### config.mk
export PLATFORM = sky130hd
export DESIGN_NAME = tap_controller
export DESIGN_NICKNAME = d
export VERILOG_FILES = /design/src/rtl/jtag_pkg.sv /design/src/rtl/jtag_clock_gate.sv /design/src/rtl/tap_controller.sv
export SDC_FILE = /design/constraint.sdc
export NUM_CORES = 1
export LEC_CHECK = 0
export CAP_MARGIN = 5
export CORE_MARGIN = 2
export CORE_UTILIZATION = 33
export CTS_BUF_LIST = sky130_fd_sc_hd__clkbuf_8 sky130_fd_sc_hd__clkbuf_16
export DETAILED_ROUTE_END_ITERATION = 16
export DONT_BUFFER_PORTS = 1
export GPL_ROUTABILITY_DRIVEN = 0
export HOLD_SLACK_MARGIN = 0.1
export SLEW_MARGIN = 20
export SYNTH_ARGS = -nofsm -noshare
export SYNTH_HDL_FRONTEND = slang
export SYNTH_SLANG_ARGS = --single-unit
### constraint.sdc
create_clock -name tck -period 1.5 [get_ports tck]
set_clock_uncertainty 0.2 [all_clocks]
set_input_delay 0.3 -clock tck [delete_from_list [all_inputs] [get_ports tck]]
set_output_delay 0.3 -clock tck [all_outputs]
set_load 0.02 [all_outputs]
### src/rtl/jtag_pkg.sv
// IEEE 1149.1 TAP controller shared definitions: state encoding, the
// TMS-ones count that forces Test-Logic-Reset, and the next-state function.
package jtag_pkg;

  localparam int unsigned TAP_STATE_W  = 4;
  localparam int unsigned TLR_TMS_ONES = 5;

  typedef enum logic [TAP_STATE_W-1:0] {
    ST_EX2_DR   = 4'h0,
    ST_EX1_DR   = 4'h1,
    ST_SH_DR    = 4'h2,
    ST_PAUSE_DR = 4'h3,
    ST_SEL_IR   = 4'h4,
    ST_UPD_DR   = 4'h5,
    ST_CAP_DR   = 4'h6,
    ST_SEL_DR   = 4'h7,
    ST_EX2_IR   = 4'h8,
    ST_EX1_IR   = 4'h9,
    ST_SH_IR    = 4'hA,
    ST_PAUSE_IR = 4'hB,
    ST_RTI      = 4'hC,
    ST_UPD_IR   = 4'hD,
    ST_CAP_IR   = 4'hE,
    ST_TLR      = 4'hF
  } tap_state_t;

  // TAP state transition on a TCK rising edge for the sampled TMS value.
  function automatic tap_state_t tap_next(input tap_state_t s, input logic tms);
    tap_state_t n;
    n = ST_TLR;
    case (s)
      ST_TLR:      n = tms ? ST_TLR    : ST_RTI;
      ST_RTI:      n = tms ? ST_SEL_DR : ST_RTI;
      ST_SEL_DR:   n = tms ? ST_SEL_IR : ST_CAP_DR;
      ST_CAP_DR:   n = tms ? ST_EX1_DR : ST_SH_DR;
      ST_SH_DR:    n = tms ? ST_EX1_DR : ST_SH_DR;
      ST_EX1_DR:   n = tms ? ST_UPD_DR : ST_PAUSE_DR;
      ST_PAUSE_DR: n = tms ? ST_EX2_DR : ST_PAUSE_DR;
      ST_EX2_DR:   n = tms ? ST_UPD_DR : ST_SH_DR;
      ST_UPD_DR:   n = tms ? ST_SEL_DR : ST_RTI;
      ST_SEL_IR:   n = tms ? ST_TLR    : ST_CAP_IR;
      ST_CAP_IR:   n = tms ? ST_EX1_IR : ST_SH_IR;
      ST_SH_IR:    n = tms ? ST_EX1_IR : ST_SH_IR;
      ST_EX1_IR:   n = tms ? ST_UPD_IR : ST_PAUSE_IR;
      ST_PAUSE_IR: n = tms ? ST_EX2_IR : ST_PAUSE_IR;
      ST_EX2_IR:   n = tms ? ST_UPD_IR : ST_SH_IR;
      ST_UPD_IR:   n = tms ? ST_SEL_DR : ST_RTI;
      default:     n = ST_TLR;
    endcase
    return n;
  endfunction

endpackage

### src/rtl/jtag_clock_gate.sv
// Glitch-free TCK gate: the enable is captured on the TCK falling edge so it
// only changes while TCK is low, then ANDed with TCK.
//   tck  - JTAG test clock
//   clr  - asynchronous active-high clear of the latched enable
//   en   - gate enable, sampled on the TCK falling edge
//   gclk - gated clock output
module jtag_clock_gate (
  input  logic tck,
  input  logic clr,
  input  logic en,
  output logic gclk
);

  logic en_q;
  logic en_d;

  always_comb begin
    en_d = en;
  end

  always_ff @(negedge tck or posedge clr) begin
    if (clr) en_q <= 1'b0;
    else     en_q <= en_d;
  end

  assign gclk = tck & en_q;

endmodule

### src/rtl/tap_controller.sv
// IEEE 1149.1 TAP state machine with per-register strobes and gated clocks.
//   tck, trst (async active-high, forces Test-Logic-Reset), tms
//   tl_reset, select, tdo_en, updateDR, updateIR : registered on TCK falling edge
//   captureDR, shiftDR, captureIR, shiftIR        : decodes of the current state
//   clockDR, clockIR                              : gated TCK (capture/shift only)
// Optional: define TAP_STATE_OUT_EN to add tap_state[3:0] (current state).
module tap_controller
  import jtag_pkg::*;
(
  input  logic       tck,
  input  logic       trst,
  input  logic       tms,
  output logic       tl_reset,
  output logic       captureDR,
  output logic       shiftDR,
  output logic       updateDR,
  output logic       clockDR,
  output logic       captureIR,
  output logic       shiftIR,
  output logic       updateIR,
  output logic       clockIR,
  output logic       select,
  output logic       tdo_en
`ifdef TAP_STATE_OUT_EN
  ,
  output logic [3:0] tap_state
`endif
);

  tap_state_t               state_q;
  tap_state_t               state_d;
  logic [TAP_STATE_W-1:0]   state_bits;

  logic tl_reset_q,  tl_reset_d;
  logic select_q,    select_d;
  logic tdo_en_q,    tdo_en_d;
  logic update_dr_q, update_dr_d;
  logic update_ir_q, update_ir_d;

  // State register
  always_comb begin
    state_d = tap_next(state_q, tms);
  end

  always_ff @(posedge tck or posedge trst) begin
    if (trst) state_q <= ST_TLR;
    else      state_q <= state_d;
  end

  assign state_bits = state_q;

  // Current-state decodes
  assign captureDR = (state_q == ST_CAP_DR);
  assign shiftDR   = (state_q == ST_SH_DR);
  assign captureIR = (state_q == ST_CAP_IR);
  assign shiftIR   = (state_q == ST_SH_IR);

  // Falling-edge outputs, so downstream logic sees them stable around TCK rise
  always_comb begin
    tl_reset_d  = (state_q == ST_TLR);
    select_d    = state_bits[3];
    tdo_en_d    = shiftDR | shiftIR;
    update_dr_d = (state_q == ST_UPD_DR);
    update_ir_d = (state_q == ST_UPD_IR);
  end

  always_ff @(negedge tck or posedge trst) begin
    if (trst) begin
      tl_reset_q  <= 1'b1;
      select_q    <= 1'b1;
      tdo_en_q    <= 1'b0;
      update_dr_q <= 1'b0;
      update_ir_q <= 1'b0;
    end else begin
      tl_reset_q  <= tl_reset_d;
      select_q    <= select_d;
      tdo_en_q    <= tdo_en_d;
      update_dr_q <= update_dr_d;
      update_ir_q <= update_ir_d;
    end
  end

  assign tl_reset = tl_reset_q;
  assign select   = select_q;
  assign tdo_en   = tdo_en_q;
  assign updateDR = update_dr_q;
  assign updateIR = update_ir_q;

  // Gated register clocks: one capture pulse, then one pulse per shift cycle
  jtag_clock_gate u_cg_dr (
    .tck  (tck),
    .clr  (trst),
    .en   (captureDR | shiftDR),
    .gclk (clockDR)
  );

  jtag_clock_gate u_cg_ir (
    .tck  (tck),
    .clr  (trst),
    .en   (captureIR | shiftIR),
    .gclk (clockIR)
  );

`ifdef TAP_STATE_OUT_EN
  assign tap_state = state_bits;
`endif

endmodule

==> impl_metrics.json <==
{
  "synth_edf_count": 0,
  "worstSetupPathType": "reg -> out",
  "routed-via-count": 478,
  "hold_slack_ns": 0.4190,
  "setup_viol": 21,
  "final_cell_count_no_fill": 99,
  "grt.overflow.total": 0,
  "num_antenna_cells": 0,
  "grt_pass1_vias": 509,
  "clk_pin_slew_worst_paths_ns": 0.05,
  "post-route-drc-count": 0,
  "r2r_cells": 3,
  "synthSimpleGateAreaFrac_pct": 19.85,
  "rsz0062_at_grt": "yes",
  "synth_top_area_share_pct": 32.06,
  "fillers": 90,
  "drt_wl_total_um": 1365,
  "worst_slack_ns": -0.7377,
  "syn-num-nets": 51,
  "vias_per_cell": 4.828,
  "die_h_um": 42.60,
  "dp_hpwl_um": 710,
  "timing.rr.start": "state_bits[2]",
  "grt_pass1_wl_um": 2166,
  "tritoncts": "done",
  "synth-main-ff-cell": "dfstp_2",
  "grt_max_degree": 7,
  "nets": 88,
  "peakVddDrop_uv": 1570,
  "fin_util_pct": 73.22,
  "routedWlPerCell_um": 13.79,
  "yosys-mux-area-fraction_pct": 0,
  "avgSynthCellArea_um2": 10.24,
  "cp.arrival_ns": 1.74,
  "ys_ff_latch": 11,
  "cp_max_fo": 1,
  "core.rowCount": 13,
  "rrSetupSlack_ns": -0.40,
  "synth_compound_area_share_pct": 11.45,
  "report.final.slew_viol_count": 0,
  "drv_cap": 0,
  "core-area_mm2": 0.001350,
  "seq_area_frac_synth_pct": 57.51,
  "ant_nets": 0,
  "p_total_mw": 2.538,
  "power.density_mw_per_mm2": 2567,
  "port_buffers": 0,
  "synthDistinctLibCells": 21,
  "detailed_place.area_um2": 623.1,
  "die_area_mm2": 0.001815,
  "startpoint": "tl_reset",
  "synth_top_family_by_area": "simple AND/OR/NAND/NOR gates",
  "tightest_slew_ns": 0.2205,
  "synthAdderAreaFrac_pct": 0,
  "synthTopCellsByArea": "dfstp_2 32%, dfrtn_1 25%, inv_1 5.3%, nor2_1 4.6%, nor3_1 3.1%",
  "layout-drive-gt1-share_pct": 72.62,
  "netlist_area_um2": 491.7,
  "required_ns": 1.00,
  "ios": 14,
  "slew_headroom_pct": 85.28,
  "yosysWarnings": 0,
  "r2r-end": "updateDR",
  "first_pass_iters": 4,
  "synth_xor_area_share_pct": 0,
  "leakage_nw": 0.4763,
  "place_inst": 77,
  "min_path_type": "in -> async",
  "drt_iter0_markers": 2,
  "final_cell_area_um2": 988.4,
  "syn_to_final_growth_pct": 101.0,
  "hold_viol_final": 0,
  "start_kind": "flip-flop",
  "status": "complete, but fails checks",
  "endpoint_kind": "primary output",
  "violations": "setup timing",
  "fp.dieW_um": 42.60,
  "postSynthCellCount": 48,
  "synth_area_leader_cell": "dfstp_2",
  "synth_most_common_cell": "inv_1",
  "clk_latency_ns": 0.34,
  "ys_async_sr_fraction_pct": 100.0,
  "yosys-top-cells-count": "7 x inv_1, 6 x dfstp_2, 6 x nor2_1, 5 x dfrtn_1",
  "antenna_found_initial": 0,
  "initial_utilization_pct": 36.42,
  "track_usage_pct": 18.20
}
routing by layer:
metal / wire [µm] / GRT usage, %
met1: 450 / 15.24
met2: 785 / 30.15
met3: 61 / 7.328
met4: 68 / 20.00
met5: 0 / 0
registers in the layout, summed over array words and instances (netlist names):
register      count
u_cg_ir.en_q      1
select            1
updateDR          1
updateIR          1
u_cg_dr.en_q      1
tl_reset          1
tdo_en            1
state_bits        4
kinds of logic (layout without fill, tap and decap cells):
kind of cell / count (synthesis) / in the layout
and+or+nand+nor: 19 / 19
AOI/OAI and AO/OA: 8 / 8
DFF: 11 / 11
buffers and inverters: 10 / 46
timing repair:
action	CTS	global route
hold buffers	2	0
resized for setup	26	11
hold endpoints to repair	8	0
endpoints found under the setup margin	21	22
pin swaps	5	1
setup buffers	6	5
cell usage in the layout, fill, tap and decap left out, types with 2 or more instances in the layout:
| cell | count |
|---|---|
| buf_4 | 12 |
| nor2_2 | 4 |
| dfrtn_1 | 5 |
| buf_6 | 16 |
| nand2_4 | 2 |
| nand2_1 | 2 |
| clkbuf_8 | 7 |
| dfstp_2 | 6 |
| dlygate4sd3_1 | 2 |
| nor3_4 | 3 |
| and2_4 | 2 |
| inv_1 | 6 |
| o21ai_0 | 3 |
worst max path at each step:
stage                   end  cells past startpoint  slack (ns)
5_1_grt            tl_reset                      0       -0.75
4_1_cts              select                      0       -0.74
3_3_place_gp         tdo_en                      2       -0.36
6_report           tl_reset                      0       -0.74
2_1_floorplan  u_cg_dr.en_q                      3       -0.44
3_5_place_dp   u_cg_ir.en_q                      2       -0.39
report_power, final:
part | switching, mW | total, mW | internal [mW]
Combinational | 0.561 | 1.26 | 0.703
Clock | 0.215 | 0.653 | 0.438
Sequential | 0.149 | 0.621 | 0.472
metrics by stage:
step | setup TNS [ns] | setup WS (ns)
floorplan | -4.947 | -0.4375
global placement | -4.551 | -0.3559
detailed placement | -4.756 | -0.3889
CTS | -8.653 | -0.7358
global route | -9.255 | -0.7490
finish | -8.776 | -0.7377
cell type report:
cell class,count,area (µm²),area share [%]
Inverter,6,25.02,2.532
Clock inverter,3,11.26,1.139
Tap cell,15,18.77,1.899
Timing Repair Buffer,30,290.3,29.37
Multi-Input combinational cell,27,264.0,26.71
Clock buffer,7,96.34,9.747
Sequential cell,11,282.8,28.61
No activity file was read; power rests on OpenSTA's default activity.
